### src/rtl/seq_addsub_if.sv
// seq_addsub_if: handshake/operand bundle for the multi-cycle add/subtract unit.
//   master: drives start, sub, a, b, cin; observes busy, done, sum, cout, ovf, zero
//   slave : the seq_addsub unit itself
interface seq_addsub_if #(
  parameter int WIDTH = 8
);
  logic             start;
  logic             sub;
  logic [WIDTH-1:0] a;
  logic [WIDTH-1:0] b;
  logic             cin;
  logic             busy;
  logic             done;
  logic [WIDTH-1:0] sum;
  logic             cout;
  logic             ovf;
  logic             zero;

  modport master (
    output start, sub, a, b, cin,
    input  busy, done, sum, cout, ovf, zero
  );

  modport slave (
    input  start, sub, a, b, cin,
    output busy, done, sum, cout, ovf, zero
  );
endinterface

### src/rtl/seq_addsub.sv
// seq_addsub: multi-cycle add/subtract, CHUNK bits per clock, LSB chunk first.
//   clk, rst_n : rising-edge clock, asynchronous active-low reset
//   bus (slave): start/sub/a/b/cin in; busy/done/sum/cout/ovf/zero out
//     sub = 0 : a + b + cin        sub = 1 : a - b - cin (cout = 1 means no borrow)
//     done pulses one cycle N+1 cycles after start (N = WIDTH/CHUNK); results held until next done.
// Optional feature: define ADDSUB_SAT_EN to saturate sum on signed overflow
// (cout/ovf still report the raw result). Default build wraps modulo 2^WIDTH.
module seq_addsub #(
  parameter int WIDTH = 8,
  parameter int CHUNK = 4
) (
  input  logic         clk,
  input  logic         rst_n,
  seq_addsub_if.slave  bus
);
  localparam int N  = WIDTH / CHUNK;
  localparam int KW = (N > 1) ? $clog2(N) : 1;

  typedef enum logic [1:0] {IDLE, RUN, DONE} state_t;

  state_t           state;
  logic [WIDTH-1:0] op_a;    // operand A; doubles as the result shift register
  logic [WIDTH-1:0] op_b;    // operand B (inverted for sub), shifted down a chunk per cycle
  logic             carry;
  logic [KW-1:0]    k;

  logic [CHUNK:0]   csum;
  logic             cmsb;    // carry into the top bit of the current chunk
  logic [WIDTH-1:0] a_nxt;
  logic [WIDTH-1:0] b_nxt;
  logic             ovf_nxt;
  logic [WIDTH-1:0] res;

  always_comb begin
    csum = {1'b0, op_a[CHUNK-1:0]} + {1'b0, op_b[CHUNK-1:0]} + {{CHUNK{1'b0}}, carry};
  end

  assign cmsb    = op_a[CHUNK-1] ^ op_b[CHUNK-1] ^ csum[CHUNK-1];
  assign ovf_nxt = cmsb ^ csum[CHUNK];

  // Result chunks enter op_a from the top as operand chunks leave from the
  // bottom, so after N steps op_a holds the complete sum.
  generate
    if (N == 1) begin : g_single
      assign a_nxt = csum[CHUNK-1:0];
      assign b_nxt = op_b;
    end else begin : g_multi
      assign a_nxt = {csum[CHUNK-1:0], op_a[WIDTH-1:CHUNK]};
      assign b_nxt = {{CHUNK{1'b0}}, op_b[WIDTH-1:CHUNK]};
    end
  endgenerate

  always_comb begin
    res = a_nxt;
`ifdef ADDSUB_SAT_EN
    // Carry out set on overflow means both inputs were negative.
    if (ovf_nxt) begin
      res = csum[CHUNK] ? {1'b1, {(WIDTH-1){1'b0}}} : {1'b0, {(WIDTH-1){1'b1}}};
    end
`endif
  end

  always_ff @(posedge clk or negedge rst_n) begin
    if (!rst_n) begin
      state    <= IDLE;
      op_a     <= '0;
      op_b     <= '0;
      carry    <= 1'b0;
      k        <= '0;
      bus.busy <= 1'b0;
      bus.done <= 1'b0;
      bus.sum  <= '0;
      bus.cout <= 1'b0;
      bus.ovf  <= 1'b0;
      bus.zero <= 1'b0;
    end else begin
      case (state)
        IDLE, DONE: begin
          bus.done <= 1'b0;
          if (bus.start) begin
            op_a     <= bus.a;
            op_b     <= bus.sub ? ~bus.b : bus.b;
            carry    <= bus.sub ? ~bus.cin : bus.cin;
            k        <= '0;
            bus.busy <= 1'b1;
            state    <= RUN;
          end else begin
            state    <= IDLE;
          end
        end
        RUN: begin
          op_a  <= a_nxt;
          op_b  <= b_nxt;
          carry <= csum[CHUNK];
          k     <= k + 1'b1;
          if (k == KW'(N - 1)) begin
            bus.busy <= 1'b0;
            bus.done <= 1'b1;
            bus.sum  <= res;
            bus.cout <= csum[CHUNK];
            bus.ovf  <= ovf_nxt;
            bus.zero <= (res == '0);
            state    <= DONE;
          end
        end
        default: state <= IDLE;
      endcase
    end
  end
endmodule
### src/flat_wrapper.sv
// flat-port wrapper written by rule: the top's interface ports become plain ports
module seq_addsub_flat 
#(
  parameter int WIDTH = 8,
  parameter int CHUNK = 4
)
  (clk, rst_n, bus_start, bus_sub, bus_a, bus_b, bus_cin, bus_busy, bus_done, bus_sum, bus_cout, bus_ovf, bus_zero);
  seq_addsub_if #(.WIDTH(WIDTH)) bus_i ();
  input  logic clk;
  input  logic rst_n;
  input wire logic [$bits(bus_i.start)-1:0] bus_start;
  input wire logic [$bits(bus_i.sub)-1:0] bus_sub;
  input wire logic [$bits(bus_i.a)-1:0] bus_a;
  input wire logic [$bits(bus_i.b)-1:0] bus_b;
  input wire logic [$bits(bus_i.cin)-1:0] bus_cin;
  output wire logic [$bits(bus_i.busy)-1:0] bus_busy;
  output wire logic [$bits(bus_i.done)-1:0] bus_done;
  output wire logic [$bits(bus_i.sum)-1:0] bus_sum;
  output wire logic [$bits(bus_i.cout)-1:0] bus_cout;
  output wire logic [$bits(bus_i.ovf)-1:0] bus_ovf;
  output wire logic [$bits(bus_i.zero)-1:0] bus_zero;
  assign bus_i.start = bus_start;
  assign bus_i.sub = bus_sub;
  assign bus_i.a = bus_a;
  assign bus_i.b = bus_b;
  assign bus_i.cin = bus_cin;
  assign bus_busy = bus_i.busy;
  assign bus_done = bus_i.done;
  assign bus_sum = bus_i.sum;
  assign bus_cout = bus_i.cout;
  assign bus_ovf = bus_i.ovf;
  assign bus_zero = bus_i.zero;
  seq_addsub #(.WIDTH(WIDTH), .CHUNK(CHUNK)) u_core (.clk(clk), .rst_n(rst_n), .bus(bus_i));
endmodule
### config.mk
export PLATFORM = sky130hd
export DESIGN_NAME = seq_addsub_flat
export DESIGN_NICKNAME = d
export VERILOG_FILES = /design/src/rtl/seq_addsub_if.sv /design/src/rtl/seq_addsub.sv /design/src/flat_wrapper.sv
export SDC_FILE = /design/constraint.sdc
export NUM_CORES = 1
export LEC_CHECK = 0
export ABC_CLOCK_PERIOD_IN_PS = 4770
export BUFFER_PORTS_ARGS = -buffer_cell sky130_fd_sc_hd__buf_2
export CORE_MARGIN = 2
export CORE_UTILIZATION = 50
export DETAILED_ROUTE_END_ITERATION = 8
export PLACE_DENSITY = 0.87
export SYNTH_ARGS = -nofsm -noshare
export SYNTH_HDL_FRONTEND = slang
export SYNTH_SLANG_ARGS = --single-unit
### constraint.sdc
create_clock -name clk -period 4.77 [get_ports clk]
set_clock_uncertainty 0.2 [all_clocks]
set_input_delay 0.2385 -clock clk [delete_from_list [all_inputs] [get_ports clk]]
set_output_delay 0.2385 -clock clk [all_outputs]
set_load 0.01 [all_outputs]
# Word-level counts from Yosys, hierarchy flattened

Cells that the tools add are included.

Add/sub/neg operators: 3
Equality and inequality tests: 4
Muxes and demuxes: 18
Bitwise gates (word level): 5
Reduce and logical (&&, ||, !) cells: 8

Operators with widths:

| operator              | number |
|---|---|
| $pmux W8 S2           | 2 |
| $mux W8               | 3 |
| $logic_not A8 Y1      | 1 |
| $not A8 Y8            | 1 |
| $pmux W1 S2           | 4 |
| $mux W1               | 7 |
| $reduce_and A2 Y1     | 3 |
| $add A4 B4 Y5         | 1 |
| $add A5 B1 Y5         | 1 |
| $pmux W2 S2           | 1 |
| $reduce_and A3 Y1     | 1 |
| $xor A1 B1 Y1         | 3 |
| $eq A2 B1 Y1 const B  | 1 |
| $eq A2 B2 Y1 const B  | 1 |
| $logic_not A2 Y1      | 1 |
| $mux W2               | 1 |
| $ne A2 B1 Y1 const B  | 1 |
| $ne A2 B2 Y1 const B  | 1 |
| $reduce_bool A2 Y1    | 1 |
| $reduce_or A2 Y1      | 1 |
| $add A1 B1 Y1 const B | 1 |
| $not A1 Y1            | 1 |

Register bits after elaboration: 33
Input bits: 21
Output and inout bits: 13
Word-level logic and storage cells: 49

# Longest topological paths before layout

Word-level depth: 4
Gate-level depth with buffers: 7

# Least setup slack after synthesis

OpenSTA, ideal clock, no wires.

Path kind: flip-flop to flip-flop
From: register u_core.carry
To: register u_core.bus.zero
Data arrival time: 1876 ps
Required time: 4504 ps
Slack: 2629 ps
Stages on the path, launching flop included: 7
Buffers on the path: 0
Clock period less this slack: 2141 ps
Cell sequence: dfrtp_1 fa_1 inv_1 fa_1 or4b_1 nor4_2 a22o_1

Longest elaborated chain between the ends: 2

RTL lines:

| item                     | line                | text |
|---|---|---|
| start: declaration       | seq_addsub.sv:24    | `logic carry;` |
| start signal: assignment | seq_addsub.sv:83    | `carry <= bus.sub ? ~bus.cin : bus.cin;` |
| start signal: assignment | seq_addsub.sv:94    | `carry <= csum[CHUNK];` |
| $add A5 B1 Y5            | seq_addsub.sv:35    | `csum = {1'b0, op_a[CHUNK-1:0]} + {1'b0, op_b[CHUNK-1:0]} + {{CHUNK{1'b0}}, carry};` |
| $logic_not A8 Y1         | seq_addsub.sv:102   | `bus.zero <= (res == '0);` |
| end signal: assignment   | seq_addsub.sv:102   |  |
| end: declaration         | seq_addsub_if.sv:26 | `output busy, done, sum, cout, ovf, zero` |

Every way passes these cells.
A chain may end at the register's enable or synchronous reset.

# Worst setup path in the final report

From: register u_core.op_b[0]
To: register u_core.bus.zero

Longest elaborated chain between the ends: 3

RTL lines:

| item                     | line              | text |
|---|---|---|
| start: declaration       | seq_addsub.sv:23  | `logic [WIDTH-1:0] op_b;` |
| start signal: assignment | seq_addsub.sv:82  | `op_b <= bus.sub ? ~bus.b : bus.b;` |
| start signal: assignment | seq_addsub.sv:93  | `op_b <= b_nxt;` |
| $add A4 B4 Y5            | seq_addsub.sv:35  |  |
| $add A5 B1 Y5            | seq_addsub.sv:35  |  |
| $logic_not A8 Y1         | seq_addsub.sv:102 |  |

Every way passes these cells.

==> results_tabular.tex <==
\begin{tabular}{lr}
\hline
Metric & Value \\
\hline
\multicolumn{2}{l}{\textbf{GRT}} \\
\quad Number of antenna violations at the first check in global routing & 0 \\
\quad Vias in the first global route & 1176 \\
\quad All-Layer GR Usage & 0.195 \\
\quad Total congestion overflow & 0 \\
\quad Maximum number of pins on one net before global-route repair & 34 \\
\quad Global-route wire length before repair & 4990 µm \\
\multicolumn{2}{l}{\textbf{Placement}} \\
\quad Final estimated routing congestion in global placement & 0.884 \\
\quad Count of buffers from port buffering & 33 \\
\quad Hpwl dp & 2120 µm \\
\quad Placed inst area & 0.00168 mm² \\
\quad Worst setup slack after placement & 2510 ps \\
\multicolumn{2}{l}{\textbf{Setup path}} \\
\quad Startpoint type of the worst setup path & register \\
\quad Worst Path Buf+Inv & 1 \\
\quad Crit-path slowest cell & fa\_1 \\
\quad Kind of end point of the critical path & register \\
\quad Cell family contributing the most delay on the critical path & adder cells \\
\quad Maximum net fanout on the critical path & 3 \\
\quad Longest individual stage delay on the worst path & 510 ps \\
\quad Top cell by count, worst path & fa\_1 \\
\quad Worst-path cell chain & fa\_1 -> inv\_1 -> fa\_1 -> or4b\_1 -> nor4\_2 -> a22o\_1 \\
\quad Critical Path AT & 2340 ps \\
\quad Required time at the endpoint of the critical path & 4850 ps \\
\quad Worst setup path class & register to register \\
\multicolumn{2}{l}{\textbf{Synth}} \\
\quad Sequential element share of the synthesized area & 0.550 \\
\quad Area share of the largest cell type after synthesis & 0.550 \\
\quad Top cell type by total area after synthesis & dfrtp\_1 \\
\quad Number of enable-type register cells in the synthesized netlist & 0 \\
\quad Async S/R FF share, synth & 1.00 \\
\quad Synthesized net count & 161 \\
\quad Post-synth top flop & dfrtp\_1 \\
\quad Mapped Cells & 135 \\
\quad \#FFs+latches synth & 33 \\
\quad Number of distinct library cells after synthesis & 28 \\
\quad Synthesized area per cell & 11.1 µm² \\
\quad YS warnings & 0 \\
\quad Netlist Area Pre-Place & 0.00150 mm² \\
\quad Cell types with the largest area share after synthesis & dfrtp\_1 55\%, nand2\_1 5.5\%, xnor2\_1 5.2\% \\
\multicolumn{2}{l}{\textbf{Worst hold path}} \\
\quad Path class of the lowest-slack min-delay path & primary input to register \\
\multicolumn{2}{l}{\textbf{Cells and area}} \\
\quad Core utilization of the finished layout & 0.663 \\
\quad Post-layout instance area & 0.00186 mm² \\
\quad Post-layout net count & 206 \\
\quad Area Growth Syn to Fin & 23.7\% \\
\quad Ratio of cells with drive above 1 in the final layout & 0.271 \\
\quad Total of fill cells in the finished design & 219 \\
\quad Commonest cells after routing, fill and taps aside & 33 x buf\_2, 33 x dfrtp\_1, 22 x nand2\_1 \\
\quad Ant diodes & 0 \\
\multicolumn{2}{l}{\textbf{Clocking}} \\
\quad Maximum clock insertion buffer count & 2 \\
\quad Count of buffers added by post-CTS timing repair for setup & 0 \\
\quad Source-to-sink clock delay at the later pin of the worst-skew pair & 330 ps \\
\quad Post-CTS Resized & 0 \\
\quad Clock-pin slew reported for the worst setup and hold paths after clock tree synthesis & 100 ps \\
\quad Depth of the CTS H-tree & 2 \\
\quad Buffer type at the clock tree root & clkbuf\_4 \\
\quad Clock buffers created by TritonCTS & 5 \\
\quad Number of clock sinks & 33 \\
\quad CTS tree & done \\
\multicolumn{2}{l}{\textbf{Drt}} \\
\quad DRC violations left & 3 \\
\quad Iter 0 DRT Violations & 52 \\
\quad Count of vias placed by the detailed router & 1165 \\
\quad Drt via density & 5.50 \\
\quad Initial DRT Pass Iterations & 6 \\
\quad Wire per inst & 13.5 µm \\
\quad Drt total wl & 2860 µm \\
\quad Number of nets with antenna violations after routing & 0 \\
\multicolumn{2}{l}{\textbf{Timing}} \\
\quad Setup repair after global routing missed its margin & no \\
\quad \# setup viols final & 0 \\
\quad Slew at the pin closest to its max-slew limit & 779 ps \\
\quad Maximum frequency from static timing analysis & 0.441 GHz \\
\quad Final worst-path cycle share & 0.475 \\
\quad Relative slew slack & 0.480 \\
\quad Setup\_tns & 0 ps \\
\quad Final worst setup slack & 2500 ps \\
\quad Final hold viol count & 0 \\
\quad Final slew viol count & 0 \\
\quad Final min period & 2270 ps \\
\multicolumn{2}{l}{\textbf{Die}} \\
\quad Width of the die & 58.8 µm \\
\quad Die Y-Extent & 58.8 µm \\
\quad Top-level I/O count & 34 \\
\quad Core Footprint & 0.00281 mm² \\
\quad Number of core rows & 19 \\
\quad Area of the die & 0.00346 mm² \\
\quad Initial Utilization & 0.536 \\
\multicolumn{2}{l}{\textbf{Power and ir drop}} \\
\quad Pwr Total & 1.25 mW \\
\quad Pwr Density & 673 mW/mm² \\
\quad Leakage power figure & 0.904 nW \\
\quad Largest voltage drop on the vdd net & 0.286 mV \\
\multicolumn{2}{l}{\textbf{Status}} \\
\quad Violations in the final reports & design-rule violations \\
\quad Run status & complete, but fails checks \\
\multicolumn{2}{l}{\textbf{Flow run}} \\
\quad MaxCap Viol Count & 0 \\
\hline
\end{tabular}
per-stage QoR:
step,hold slack [ps],cells
after global routing,2.01,212
after floorplan,-257,135
after detailed placement,123,193
after CTS,3.60,212
final,13.5,212
after global placement,111,193
flip-flops by register name, summed over array words and instances (netlist names), 2 cells and up:
name and flops:
u_core.bus.sum 8, u_core.op_b 8, u_core.op_a 8, u_core.state 2
per-layer routing:
metal  vias to the layer above  routed length, µm  global-route usage  share of wire
met5                         -                  0                   0              0
met1                       559               1250               0.227           0.44
li1                        554                  -                   -              -
met4                         0                 35              0.0747          0.012
met2                        47               1390               0.327           0.48
met3                         5                189              0.0725          0.066
power breakdown:
group / switching, mW / leakage [nW] / internal, mW
registers: 0.0916 / 0.409 / 0.415
logic: 0.319 / 0.454 / 0.250
clock network: 0.0897 / 0.0413 / 0.0854
total: 0.500 / 0.904 / 0.750
Yosys cell counts, types with 2 or more instances:
cell and instances:
nor2_1 6, a221o_1 6, xnor2_1 9, ha_1 3, inv_1 4, xor2_1 3, clkbuf_1 2, a22oi_1 7
nand2b_1 3, o21ai_1 2, nand2_1 22, o21ai_0 12, fa_1 2, mux2_2 5, buf_2 4, dfrtp_1 33
tightest hold or removal path: stages:
cell     delay [ps]
buf_2            90
xnor2_1         100
o21ai_0          70
worst paths after layout:
kind / startpoint / end / slack (ps) / depth (start not counted)
max: u_core.op_b[0] / u_core.bus.zero / 2500 / 6
min: bus_b[5] / u_core.op_b[5] / 10 / 3
max reg2reg: u_core.op_b[0] / u_core.bus.zero / 2500 / 6
min reg2reg: u_core.bus.busy / u_core.bus.busy / 290 / 2
max in group asynchronous: rst_n / u_core.op_b[3] / 3640 / 2
min in group asynchronous: rst_n / u_core.bus.ovf / 270 / 2
final cells by class:
type / instances / area (µm²) / area share
clock inverters: 1 / 5.00 / 0.00269
clock buffers: 7 / 65.1 / 0.0350
flip-flops and latches: 33 / 826 / 0.444
inverters: 4 / 15.0 / 0.00808
well taps: 31 / 38.8 / 0.0209
repair buffers: 44 / 275 / 0.148
multi-input cells: 92 / 634 / 0.341
cell families after synthesis:
family,Yosys count,synth area share
DFF,33,0.550
adders and majority gates,5,0.0516
muxes,5,0.0375
buffers and inverters,10,0.0283
and+or+nand+nor,39,0.122
xor gates and xnor gates,12,0.0699
AOI/OAI and AO/OA,31,0.142
timing repair:
item,CTS,global route
endpoints found under the hold margin,43,0
hold buffers,11,0
setup endpoints to repair,0,0
(Power assumes the default switching activity.)
